**src/rtl/work_tx_pkg.sv**
```systemverilog
// -----------------------------------------------------------------------------
// work_tx_pkg
// Shared definitions for the work-packet transmitter slice.
//   - tx_state_t : 8N1 serializer state encoding (IDLE, START, DATA, STOP)
//   - PKT_W      : width of one work packet (midstate + data2)
//   - bit_cyc()  : clock cycles per serial bit, truncated integer division
// -----------------------------------------------------------------------------
`timescale 1ns/1ps

package work_tx_pkg;

    localparam int PKT_W = 512;

    typedef enum logic [1:0] {
        IDLE  = 2'd0,
        START = 2'd1,
        DATA  = 2'd2,
        STOP  = 2'd3
    } tx_state_t;

    function automatic int bit_cyc(input int clk_frq, input int baud);
        return clk_frq / baud;
    endfunction

endpackage

```
**src/rtl/uart_tx_core.sv**
```systemverilog
// -----------------------------------------------------------------------------
// uart_tx_core
// One-byte 8N1 serializer. A byte is latched when start is seen in IDLE, or in
// the last cycle of STOP, so consecutive bytes follow with no idle gap.
//
// Ports:
//   clk      in   system clock, rising edge
//   rst_n    in   asynchronous active-low reset
//   start    in   launch request for tx_byte
//   tx_byte  in   byte to send (LSB first)
//   busy     out  serializer is not idle
//   byte_end out  last cycle of the stop bit (combinational)
//   txd      out  registered serial line, idle high
// -----------------------------------------------------------------------------
`timescale 1ns/1ps

module uart_tx_core
    import work_tx_pkg::*;
#(
    parameter int BIT_CYC = 434
) (
    input  logic       clk,
    input  logic       rst_n,
    input  logic       start,
    input  logic [7:0] tx_byte,
    output logic       busy,
    output logic       byte_end,
    output logic       txd
);

    localparam int BW = (BIT_CYC > 1) ? $clog2(BIT_CYC) : 1;
    localparam logic [BW-1:0] BAUD_LAST = BW'(BIT_CYC - 1);

    tx_state_t     state, state_nxt;
    logic [BW-1:0] baud_cnt, baud_nxt;
    logic [2:0]    bit_idx, bit_nxt;
    logic [7:0]    data, data_nxt;
    logic          txd_nxt;
    logic          bit_done;

    // State register; txd is registered from the next-state logic so the line
    // changes on the same edge as the state it belongs to.
    always_ff @(posedge clk or negedge rst_n) begin
        if (!rst_n) begin
            state    <= IDLE;
            baud_cnt <= '0;
            bit_idx  <= '0;
            data     <= '0;
            txd      <= 1'b1;
        end else begin
            state    <= state_nxt;
            baud_cnt <= baud_nxt;
            bit_idx  <= bit_nxt;
            data     <= data_nxt;
            txd      <= txd_nxt;
        end
    end

    assign bit_done = (baud_cnt == BAUD_LAST);
    assign busy     = (state != IDLE);

    // Next-state logic. The byte is kept in a right-shifting register so the
    // next line value is always data[1] while in DATA.
    always_comb begin
        state_nxt = state;
        baud_nxt  = baud_cnt + 1'b1;
        bit_nxt   = bit_idx;
        data_nxt  = data;
        txd_nxt   = txd;
        byte_end  = 1'b0;
        case (state)
            IDLE: begin
                baud_nxt = '0;
                txd_nxt  = 1'b1;
                if (start) begin
                    state_nxt = START;
                    data_nxt  = tx_byte;
                    bit_nxt   = '0;
                    txd_nxt   = 1'b0;
                end
            end
            START: begin
                if (bit_done) begin
                    state_nxt = DATA;
                    baud_nxt  = '0;
                    bit_nxt   = '0;
                    txd_nxt   = data[0];
                end
            end
            DATA: begin
                if (bit_done) begin
                    baud_nxt = '0;
                    if (bit_idx == 3'd7) begin
                        state_nxt = STOP;
                        txd_nxt   = 1'b1;
                    end else begin
                        bit_nxt  = bit_idx + 3'd1;
                        data_nxt = data >> 1;
                        txd_nxt  = data[1];
                    end
                end
            end
            STOP: begin
                if (bit_done) begin
                    byte_end = 1'b1;
                    baud_nxt = '0;
                    if (start) begin
                        state_nxt = START;
                        data_nxt  = tx_byte;
                        bit_nxt   = '0;
                        txd_nxt   = 1'b0;
                    end else begin
                        state_nxt = IDLE;
                    end
                end
            end
            default: begin
                state_nxt = IDLE;
                baud_nxt  = '0;
                txd_nxt   = 1'b1;
            end
        endcase
    end

endmodule

```
**src/rtl/work_transmit.sv**
```systemverilog
// -----------------------------------------------------------------------------
// work_transmit
// Serializes one 512-bit work packet {midstate, data2} onto an 8N1 line,
// midstate[255:248] first and data2[7:0] last, matching the receiver's
// shift-left assembly.
//
// Ports:
//   clk       in   system clock, rising edge
//   rst_n     in   asynchronous active-low reset
//   midstate  in   first 256 bits of the packet, sampled on accept
//   data2     in   second 256 bits of the packet, sampled on accept
//   send      in   request, accepted when busy is low
//   busy      out  packet in progress (from cycle after accept)
//   done      out  one-cycle pulse when the final stop bit ends
//   TxD       out  serial line, idle high
//
// Build option: WORK_TX_CHECKSUM_EN appends one byte holding the XOR of all
// payload bytes after the payload.
// -----------------------------------------------------------------------------
`timescale 1ns/1ps

module work_transmit
    import work_tx_pkg::*;
#(
    parameter int CLK_FRQ = 50_000_000,
    parameter int BAUD    = 115200,
    parameter int NBYTES  = 64
) (
    input  logic         clk,
    input  logic         rst_n,
    input  logic [255:0] midstate,
    input  logic [255:0] data2,
    input  logic         send,
    output logic         busy,
    output logic         done,
    output logic         TxD
);

    localparam int BIT_CYC = bit_cyc(CLK_FRQ, BAUD);

`ifdef WORK_TX_CHECKSUM_EN
    localparam logic [6:0] LAST_IDX = 7'(NBYTES);
`else
    localparam logic [6:0] LAST_IDX = 7'(NBYTES - 1);
`endif
    localparam logic [6:0] PAY_LAST = 7'(NBYTES - 1);

    logic [PKT_W-1:0] shreg;
    logic [6:0]       byte_cnt;
    logic             accept;
    logic             launch;
    logic             is_last;
    logic             core_start;
    logic             core_busy;
    logic             byte_end;
    logic [7:0]       next_byte;
    logic [7:0]       tx_byte;
`ifdef WORK_TX_CHECKSUM_EN
    logic [7:0]       csum;
`endif

    // The shift register only holds bytes not yet handed to the serializer:
    // the first byte goes straight from midstate on accept, and each stop-bit
    // completion pops the next one from the top.
    always_comb begin
        accept  = send && !busy && !core_busy;
        is_last = (byte_cnt == LAST_IDX);
        launch  = byte_end && !is_last;
`ifdef WORK_TX_CHECKSUM_EN
        next_byte = (byte_cnt == PAY_LAST) ? csum : shreg[PKT_W-1 -: 8];
`else
        next_byte = shreg[PKT_W-1 -: 8];
`endif
        tx_byte    = accept ? midstate[255:248] : next_byte;
        core_start = accept || launch;
    end

    // Packet bookkeeping: load on accept, pop one byte per stop completion,
    // and end the packet (busy low, done pulse) after the final stop bit.
    always_ff @(posedge clk or negedge rst_n) begin
        if (!rst_n) begin
            shreg    <= '0;
            byte_cnt <= '0;
            busy     <= 1'b0;
            done     <= 1'b0;
        end else begin
            done <= 1'b0;
            if (accept) begin
                shreg    <= {midstate[247:0], data2, 8'h00};
                byte_cnt <= '0;
                busy     <= 1'b1;
            end else if (byte_end) begin
                if (is_last) begin
                    busy <= 1'b0;
                    done <= 1'b1;
                end else begin
                    byte_cnt <= byte_cnt + 7'd1;
                    if (byte_cnt != PAY_LAST) begin
                        shreg <= shreg << 8;
                    end
                end
            end
        end
    end

`ifdef WORK_TX_CHECKSUM_EN
    // Running XOR of payload bytes as they are handed to the serializer; the
    // first byte seeds it on accept, which also discards the previous packet.
    always_ff @(posedge clk or negedge rst_n) begin
        if (!rst_n) begin
            csum <= '0;
        end else if (accept) begin
            csum <= midstate[255:248];
        end else if (launch && (byte_cnt != PAY_LAST)) begin
            csum <= csum ^ shreg[PKT_W-1 -: 8];
        end
    end
`endif

    uart_tx_core #(
        .BIT_CYC (BIT_CYC)
    ) u_core (
        .clk      (clk),
        .rst_n    (rst_n),
        .start    (core_start),
        .tx_byte  (tx_byte),
        .busy     (core_busy),
        .byte_end (byte_end),
        .txd      (TxD)
    );

endmodule
```
**config.mk**
```make
export PLATFORM = sky130hd
export DESIGN_NAME = work_transmit
export DESIGN_NICKNAME = d
export VERILOG_FILES = /design/src/rtl/work_tx_pkg.sv /design/src/rtl/uart_tx_core.sv /design/src/rtl/work_transmit.sv
export SDC_FILE = /design/constraint.sdc
export NUM_CORES = 1
export LEC_CHECK = 0
export CAP_MARGIN = 20
export CORE_MARGIN = 5
export CORE_UTILIZATION = 52
export CTS_CLUSTER_DIAMETER = 120
export CTS_CLUSTER_SIZE = 8
export DETAILED_ROUTE_END_ITERATION = 10
export PLACE_DENSITY_LB_ADDON = 0.15
export SYNTH_ARGS = -nofsm -noshare
export SYNTH_HDL_FRONTEND = slang
export SYNTH_SLANG_ARGS = --single-unit
export TNS_END_PERCENT = 5
```
**constraint.sdc**
```tcl
create_clock -name clk -period 2.57 [get_ports clk]
set_input_delay 0.3855 -clock clk [delete_from_list [all_inputs] [get_ports clk]]
set_output_delay 0.3855 -clock clk [all_outputs]
set_load 0.005 [all_outputs]
```
==> results.ini, run 1 <==
[grt]
met3_usage=0.0666
grt_pass1_wl_um=110000
grt_start_max_net_pins=167
track_usage=0.265
overflow=0
grt_pass1_vias=19847
grt-busiest-layer=met2
grt_antenna_before_repair=23
grt_util_met2=0.437
use_met1=0.351

[pwr]
seqPwrFrac=0.497
swShare=0.302
ir_drop_mv=0.532
intPower_mw=21.8
leakagePower_nw=12.0
clockPowerShare=0.284
net-switching-power_mw=9.45
powerDensity_nw_per_um2=956
p_comb_frac=0.219

[clocking]
h-tree-depth=3
clk_path_buf_depth=3
cts_setup_buffers=0
clkLatencyLatePin_ns=0.59
cts_resized=0
cts_sinks=536
cts_tree=yes
cts_root_buffer=clkbuf_16
cts-buffers-inserted=76
ctsHoldBuffers=1
path_clk_slew_ns=0.05

[layout]
num-nets-final=3364
seq_area_um2=13400
area_growth_pct=31.9
final_cell_mix=dfrtp_1, nand2_1, clkdlybuf4s50_1
mostFrequentLayoutCell=dfrtp_1
drive_above_1_share=0.0551
final_cells=3472
nFillCells=3562
multiInputGateArea_um2=10400

[place]
placed_cells=3374
gp_congestion=0.874
post-dp-hpwl_um=51200
port_buffers=517

[min_path]
hold_path.class=in2async

[die]
die_area_um2=52200
initial_core_util=0.523
fp.coreArea_um2=47400
rows=80
die_y_um=228
pin_count=518
die_w_um=228

[timing]
setup_viol=0
min_period_over_period=0.901
setup-tns-final_ns=0
hold_viol=0
relSlewSlack=0.596
clock.fmax_mhz=432
final.setup_skew_ns=0.0124
worst_slew_pin_slew_ns=0.606
layout_min_cycle_time_ns=2.31
rsz0062_at_grt=no
drv_slew=0

[logic_synthesis]
yosys.area_share.xor_xnor=0.00282
syn_inst=2358
syn_nets=2884
synth_top_family_by_area=multiplexers
synth-edff-count=0
synth-compound-area-share=0.114
synth_fa_ha_area_frac=0.00555
synth_flop_cell=dfrtp_1
synth_area_um2=24800
ys_async_sr_fraction=1.00
yosys_warnings=0
muxShareOfSynthArea=0.207
yosysUniqueCellTypes=44
avgSynthCellArea_um2=10.5
yosysSeqAreaShare=0.541
yosys.area_share.simple=0.0898
ys_ff_latch=536

[worst_setup_path]
path_class=reg2reg
worst-path-max-fanout=53
required_ns=3.03
rr_worst_depth=9
cp-start-kind=flip-flop
crit_arrival_ns=2.77
endpoint_kind=flip-flop
r2r_slack_ns=0.26

[run]
max_cap_violations=0

[routing]
drc_errors=0
dr.pass1.iters=7
wl_per_cell_um=20.2
vias=18983
ant_nets=0
drt-initial-drc-count=1401
wl_um=70300
avgViaCountPerCell=5.47

[run_status]
status=completed

[per-stage QoR]
stage | hold WS [ns] | cell area [um2] | utilization | power (mW) | setup slack, ns
finish | 0.320 | 32700 | 0.690 | 31.3 | 0.256
global route | 0.325 | 32700 | 0.690 | 33.3 | 0.111
CTS | 0.302 | 32700 | 0.689 | 31.5 | 0.248
detailed placement | 0.361 | 30600 | 0.646 | 22.5 | 0.290
global placement | 0.352 | 30600 | 0.646 | 21.9 | 0.334
floorplan | 0.0899 | 24800 | - | 19.2 | 0.508
[state kept, by name (all words and copies together), names as in the netlist]
name             cells
byte_cnt             7
u_core.bit_idx       3
u_core.state         2
u_core.txd           1
done                 1
u_core.data          8
shreg              504
u_core.baud_cnt      9
busy                 1
[Yosys cell counts, types with 4 or more instances]
cell type / count / area, um2
dfrtp_1: 535 / 13400
nand2_1: 519 / 1950
mux2i_1: 503 / 5030
o21ai_0: 284 / 1420
o21ai_1: 228 / 1140
clkbuf_1: 111 / 417
buf_4: 27 / 203
nor2_1: 18 / 67.6
buf_6: 16 / 180
a22o_1: 11 / 96.3
buf_8: 11 / 165
ha_1: 11 / 138
a21oi_1: 9 / 45.0
nand3_1: 9 / 45.0
buf_2: 8 / 40.0
mux2_2: 8 / 90.1
nand2b_1: 5 / 31.3
xnor2_1: 5 / 43.8
inv_1: 4 / 15.0
nor3_1: 4 / 20.0
or3_1: 4 / 25.0
[power by group through the flow]
| stage | clock network [mW] | logic [mW] | registers (mW) |
|---|---|---|---|
| 2_1_floorplan | 0 | 4.79 | 14.4 |
| 3_3_place_gp | 0 | 6.44 | 15.4 |
| 3_5_place_dp | 0 | 6.88 | 15.6 |
| 4_1_cts | 9.07 | 6.94 | 15.5 |
| 5_1_grt | 9.41 | 7.91 | 16.0 |
| 6_report | 8.90 | 6.84 | 15.6 |
[worst max-delay path, cell delays in order, from the launching register on]
cell and delay (ns):
dfrtp_1 0.38, inv_1 0.07, ha_1 0.13, and4b_1 0.34, nand3_2 0.15, nor2_4 0.17, buf_12 0.20, buf_12 0.34
mux2i_1 0.27, o21ai_1 0.09
[worst paths after layout]
path,startpoint,endpoint
hold reg to reg,u_core.baud_cnt[0],u_core.baud_cnt[0]
hold / removal,rst_n,shreg[404]
setup / recovery,u_core.baud_cnt[1],shreg[372]
setup reg to reg,u_core.baud_cnt[1],shreg[372]
min in group clk,midstate[11],shreg[275]
max in group asynchronous,rst_n,shreg[73]
[cells by family after synthesis]
group / Yosys count
AO/OA/AOI/OAI: 544
flip-flops: 536
multiplexers: 511
adder cells (fa/ha/maj): 11
XOR/XNOR: 8
AND/OR/NAND/NOR: 570
buffers and inverters: 178
[metal layers]
layer / up-vias / share of wire
li1: 9096 / -
met1: 9208 / 0.43
met2: 524 / 0.49
met3: 127 / 0.058
met4: 28 / 0.023
met5: - / 0.0029
[layout make-up]
type / count / area share
multi-input combinational: 1644 / 0.317
tap: 615 / 0.0235
timing repair buffer: 576 / 0.185
inverter: 4 / 0.000459
clock buffer: 88 / 0.0627
antenna: 9 / 0.000688
sequential: 536 / 0.410
(Power assumes the default switching activity.)
==> run 2: changes to the inputs <==
--- a/config.mk
+++ b/config.mk
@@ -6,11 +6,13 @@
 export NUM_CORES = 1
 export LEC_CHECK = 0
 export CAP_MARGIN = 20
-export CORE_MARGIN = 5
-export CORE_UTILIZATION = 52
+export CORE_MARGIN = 2
+export CORE_UTILIZATION = 64
+export CTS_BUF_LIST = sky130_fd_sc_hd__clkbuf_16
 export CTS_CLUSTER_DIAMETER = 120
 export CTS_CLUSTER_SIZE = 8
 export DETAILED_ROUTE_END_ITERATION = 10
+export DONT_BUFFER_PORTS = 1
 export PLACE_DENSITY_LB_ADDON = 0.15
 export SYNTH_ARGS = -nofsm -noshare
 export SYNTH_HDL_FRONTEND = slang
==> run 2 against run 1 <==
The flow now finishes with violations (negative hold slack). Worst setup slack worse by 0.19 ns. Sequential cell count unchanged. Clock-buffer cell count down 9. Global-route usage up 13 points. Worst hold slack worse by 0.81 ns. Clock power up 2%. Largest cell class unchanged. Largest power group unchanged.
==> results.ini, run 2 (same netlist as run 1, synthesis figures left out) <==
[run_status]
status=finished with violations
violations=negative hold slack

[die]
fp.coreArea_um2=38500  ; -19%
die_y_um=201  ; -12%
die_area_um2=40400  ; -23%
die_w_um=201  ; -12%
pin_count=518  ; unchanged
initial_core_util=0.645  ; +0.122
rows=72  ; -10%

[layout]
num-nets-final=3338  ; -0.77%
final_cell_mix=dfrtp_1, nand2_1, dlygate4sd3_1
area_growth_pct=30.1
fin_area_um2=32300  ; -1.3%
top_register=shreg
mostFrequentLayoutCell=dfrtp_1
final_cells=3357  ; -3.3%
nFillCells=1772  ; -50%
top_regs=shreg: 504 flops, u_core.baud_cnt: 9 flops, u_core.data: 8 flops
final_util=0.840  ; +0.150
largest_register_ffs=504  ; unchanged
drive_above_1_share=0.0531  ; -0.00199

[timing]
setup_viol=0  ; unchanged
final.setup_skew_ns=0.0247  ; +0.0124 ns
relSlewSlack=0.220  ; -0.376
whs_ns=-0.492  ; -0.812 ns
rsz0062_at_grt=yes
worst_slew_pin_slew_ns=1.17  ; +0.564 ns
min_period_over_period=0.973  ; +0.0727
clock.fmax_mhz=400  ; -7.5%
drv_slew=0  ; unchanged
setup_ws_ns=0.0687  ; -0.187 ns
hold_viol=535  ; +535
layout_min_cycle_time_ns=2.50  ; +0.187 ns

[clocking]
cts_tree=yes
cts_sinks=536  ; unchanged
clk_path_buf_depth=3  ; unchanged
h-tree-depth=3  ; unchanged
clkLatencyLatePin_ns=0.60  ; about the same
cts_root_buffer=clkbuf_16
path_clk_slew_ns=0.05  ; about the same
cts_setup_buffers=0  ; unchanged
cts-buffers-inserted=76  ; unchanged

[worst_setup_path]
worst-path-max-fanout=36  ; -32%
required_ns=3.03  ; about the same
endpoint_kind=flip-flop
path_class=reg2reg
worstPathCellList=inv_1, ha_1, and4b_1, nand3_2, nor2_4, buf_12, buf_16, mux2i_1, o21ai_0
cp_slowest_cell=dfrtp_1
path_buf_inv=3  ; unchanged
cp_top_family=simple AND/OR/NAND/NOR gates
crit_arrival_ns=2.96  ; +0.19 ns
max_stage_delay_ns=0.39  ; about the same
cp-start-kind=flip-flop

[grt]
grt_antenna_before_repair=19  ; -17%
grt_start_max_net_pins=537  ; +220%
track_usage=0.394  ; +0.129
overflow=0  ; unchanged
grt_pass1_vias=22225  ; +12%
grt_pass1_wl_um=124000  ; +13%

[place]
port_buffers=0  ; -100%
place_ws_ns=0.227  ; -0.0624 ns
gp_congestion=0.877  ; +0.42%
post-dp-hpwl_um=42500  ; -17%
placed_cells=2750  ; -18%
post_dp_cell_area_um2=25200  ; -18%

[pwr]
leakagePower_nw=12.1  ; +0.11%
clockPowerShare=0.279  ; -0.005
seqPwrFrac=0.495  ; -0.002
net-switching-power_mw=11.0  ; +16%
p_comb_frac=0.226  ; +0.007
swShare=0.338  ; +0.0354
powerDensity_nw_per_um2=1010  ; +5.3%
ir_drop_mv=0.855  ; +61%
intPower_mw=21.5  ; -1.3%
total_power_mw=32.5  ; +3.9%

[routing]
avgViaCountPerCell=6.28  ; +15%
vias=21068  ; +11%
dr.pass1.iters=6  ; -1
drt-initial-drc-count=2282  ; +63%
ant_nets=0  ; unchanged
drc_errors=0  ; unchanged
wl_um=81600  ; +16%
wl_per_cell_um=24.3  ; +20%

[run]
max_cap_violations=0  ; unchanged

[min_path]
hold_path.class=in2async

run 2: layout make-up:
class	instances	area, um2	area share
antenna	16	40.0	0.00124
inverter	4	15.0	0.000465
timing repair buffer	550	5730	0.178
clock buffer	79	1980	0.0612
multi-input combinational	1644	10400	0.322
tap	518	648	0.0201
clock inverter	10	72.6	0.00225
sequential	536	13400	0.415
run 2: what timing repair did:
action / in CTS / in global routing
hold buffers: 501 / 1
endpoints found under the hold margin: 1037 / 537
setup endpoints to repair: 0 / 11
resized for setup: 0 / 5
run 2: routing by layer:
| layer | vias up | part of all wire | track usage |
|---|---|---|---|
| met5 | - | 0.00029 | 0 |
| met4 | 4 | 0.060 | 0.219 |
| met3 | 377 | 0.080 | 0.0899 |
| met2 | 1325 | 0.50 | 0.675 |
| met1 | 10326 | 0.36 | 0.461 |
| li1 | 9036 | - | - |
run 2: metrics by stage:
step	setup TNS, ns	hold WS [ns]
CTS	0	-0.523
floorplan	0	0.0899
global placement	0	0.100
finish	0	-0.492
detailed placement	0	0.104
global route	-0.0757	-0.503
run 2: final timing paths:
| check | startpoint | endpoint | slack (ns) | cells after the start |
|---|---|---|---|---|
| worst max-delay path | u_core.baud_cnt[1] | shreg[175] | 0.07 | 9 |
| worst min-delay path | rst_n | shreg[407] | -0.49 | 0 |
| worst max register to register | u_core.baud_cnt[1] | shreg[175] | 0.07 | 9 |
| worst min register to register | u_core.baud_cnt[0] | u_core.baud_cnt[0] | 0.49 | 1 |
| max in group asynchronous | rst_n | shreg[494] | 2.11 | 0 |
| min in group clk | data2[115] | shreg[123] | 0.03 | 2 |
run 2: power groups by stage:
stage          sequential (mW)  clock, mW  combinational (mW)
2_1_floorplan             14.4          0                4.79
3_3_place_gp              15.4          0                5.35
3_5_place_dp              15.5          0                5.77
4_1_cts                   15.5       8.97                6.49
5_1_grt                   16.3       9.52                8.09
6_report                  16.1       9.08                7.34
run 2: worst reg2reg max path, cell delays in order, from the launching register on:
cell and delay (ns):
dfrtp_1 0.39, inv_1 0.07, ha_1 0.12, and4b_1 0.33, nand3_2 0.15, nor2_4 0.23, buf_12 0.28, buf_16 0.29
mux2i_1 0.36, o21ai_0 0.15
==> run 3: changes to the inputs <==
--- a/config.mk
+++ b/config.mk
@@ -14,6 +14,7 @@
 export DETAILED_ROUTE_END_ITERATION = 10
 export DONT_BUFFER_PORTS = 1
 export PLACE_DENSITY_LB_ADDON = 0.15
+export SKIP_CTS_REPAIR_TIMING = 1
 export SYNTH_ARGS = -nofsm -noshare
 export SYNTH_HDL_FRONTEND = slang
 export SYNTH_SLANG_ARGS = --single-unit
==> run 3 against run 2 <==
The flow finishes with violations (negative hold slack, max-slew violations). Utilization down 0.11 points. Power down 0.66%. Clock-buffer cell count unchanged. Cell area down 0.13%. Largest cell class unchanged. Highest routed layer unchanged.
==> results.ini, run 3 (same netlist as run 1, synthesis figures left out) <==
[timing]
setup_viol=0  ; unchanged
layout_min_cycle_time_ns=2.51  ; +0.00962 ns
hold_viol=536  ; +0.19%
relSlewSlack=-0.424  ; -0.644
whs_ns=-0.508  ; -0.0158 ns
min_period_over_period=0.977  ; +0.00374
drv_slew=327  ; +327
worst_slew_pin_slew_ns=2.14  ; +0.967 ns
clock.fmax_mhz=398  ; -0.38%
final.setup_skew_ns=0.0168  ; -0.00796 ns
setup_ws_ns=0.0591  ; -0.00962 ns

[run]
max_cap_violations=0  ; unchanged

[grt]
grt_antenna_before_repair=23  ; +4
grt_pass1_vias=17097  ; -23%
grt_pass1_wl_um=94800  ; -24%
track_usage=0.301  ; -0.0932
overflow=0  ; unchanged
grt_start_max_net_pins=537  ; unchanged

[worst_setup_path]
endpoint_kind=flip-flop
max_stage_delay_ns=0.39  ; about the same
cp_top_family=simple AND/OR/NAND/NOR gates
required_ns=3.01  ; -0.02 ns
path_class=reg2reg
worst-path-max-fanout=36  ; unchanged
cp_slowest_cell=dfrtp_1
worstPathCellList=inv_1, ha_1, and4b_1, nand3_2, nor2_4, buf_12, buf_12, mux2i_1, o21ai_0
cp-start-kind=flip-flop
crit_arrival_ns=2.96  ; about the same
crit_top_cell=buf_12
path_buf_inv=3  ; unchanged

[clocking]
cts_tree=yes
h-tree-depth=3  ; unchanged
cts-buffers-inserted=76  ; unchanged
path_clk_slew_ns=0.05  ; about the same
cts_root_buffer=clkbuf_16
clk_path_buf_depth=3  ; unchanged
cts_sinks=536  ; unchanged
clkLatencyLatePin_ns=0.59  ; about the same

[routing]
drt-initial-drc-count=2151  ; -5.7%
dr.pass1.iters=6  ; unchanged
ant_nets=0  ; unchanged
wl_per_cell_um=23.8  ; -2.2%
avgViaCountPerCell=6.21  ; -1.1%
vias=20839  ; -1.1%
drc_errors=0  ; unchanged
wl_um=79900  ; -2.2%

[run_status]
violations=negative hold slack, max-slew violations
status=finished with violations

[die]
pin_count=518  ; unchanged
initial_core_util=0.645  ; unchanged
fp.coreArea_um2=38500  ; unchanged
rows=72  ; unchanged
die_area_um2=40400  ; unchanged
die_w_um=201  ; unchanged
die_y_um=201  ; unchanged

[layout]
final_cell_mix=dfrtp_1, nand2_1, mux2i_1
top_register=shreg
top_regs=shreg: 504 flops, u_core.baud_cnt: 9 flops, u_core.data: 8 flops
area_growth_pct=30.0
mostFrequentLayoutCell=dfrtp_1
num-nets-final=3335  ; -0.090%
final_util=0.839  ; -0.00107
drive_above_1_share=0.0525  ; -0.000653
largest_register_ffs=504  ; unchanged

[pwr]
powerDensity_nw_per_um2=1000  ; -0.53%
leakagePower_nw=12.0  ; -0.18%
ir_drop_mv=0.715  ; -16%

[place]
post-dp-hpwl_um=42500  ; unchanged
place_ws_ns=0.227  ; unchanged
port_buffers=0  ; unchanged
gp_congestion=0.877  ; unchanged

[min_path]
hold_path.class=in2async

-- run 3: cell types whose count changed in the layout (fill, tap and decap cells not counted) --
cell	before	now
buf_12	26	27
mux2i_2	2	0
buf_4	20	21
mux2i_1	501	503
buf_6	1	0
o21ai_1	229	228
diode_2	16	19
dlygate4sd3_1	502	499
buf_16	1	0
o21ai_0	283	284
-- run 3: path summary, 6_finish.rpt --
path,startpoint,to,slack [ns],cells after the start
setup reg to reg,u_core.baud_cnt[1],shreg[149],0.06,9
min in group clk,midstate[198],shreg[462],0,2
setup / recovery,u_core.baud_cnt[1],shreg[149],0.06,9
hold / removal,rst_n,shreg[399],-0.51,0
max in group asynchronous,rst_n,shreg[441],1.37,0
hold reg to reg,u_core.baud_cnt[0],u_core.baud_cnt[0],0.49,1
-- run 3: layout make-up --
| cell class | count | area [um2] |
|---|---|---|
| diodes | 19 | 47.5 |
| repair buffers | 547 | 5690 |
| inverters | 4 | 15.0 |
| multi-input cells | 1644 | 10400 |
| clock inverters | 10 | 72.6 |
| clock buffers | 79 | 1980 |
| fillers | 1789 | 6210 |
| well taps | 518 | 648 |
| flip-flops and latches | 536 | 13400 |
-- run 3: where the power goes --
group          switching, mW  internal (mW)  leakage, nW
logic                   3.84           3.43         4.58
clock network           3.64           5.40         1.03
registers               3.30           12.7         6.43
-- run 3: worst reg2reg max path, delay by kind of cell (launching register included) --
family	cells	cell delay, ns
simple gates	3	0.72
buf+inv	3	0.66
flops	1	0.39
mux	1	0.33
compound gates	1	0.15
fa+ha+maj	1	0.13
-- run 3: through the flow --
step           setup TNS [ns]  instance area (um2)  power, mW  std cells
2_1_floorplan               0                24800       19.2       2358
3_3_place_gp                0                25200       20.7       2750
3_5_place_dp                0                25200       21.3       2750
4_1_cts                     0                27200       30.2       2839
5_1_grt                -0.168                32300       33.7       3355
6_report                    0                32300       32.3       3357
-- run 3: metal layers --
layer / up-vias / share of wire / track usage
met5: - / 0.00058 / 0
met4: 8 / 0.056 / 0.128
met3: 359 / 0.082 / 0.0898
met2: 1255 / 0.50 / 0.481
met1: 10184 / 0.36 / 0.384
li1: 9033 / - / -
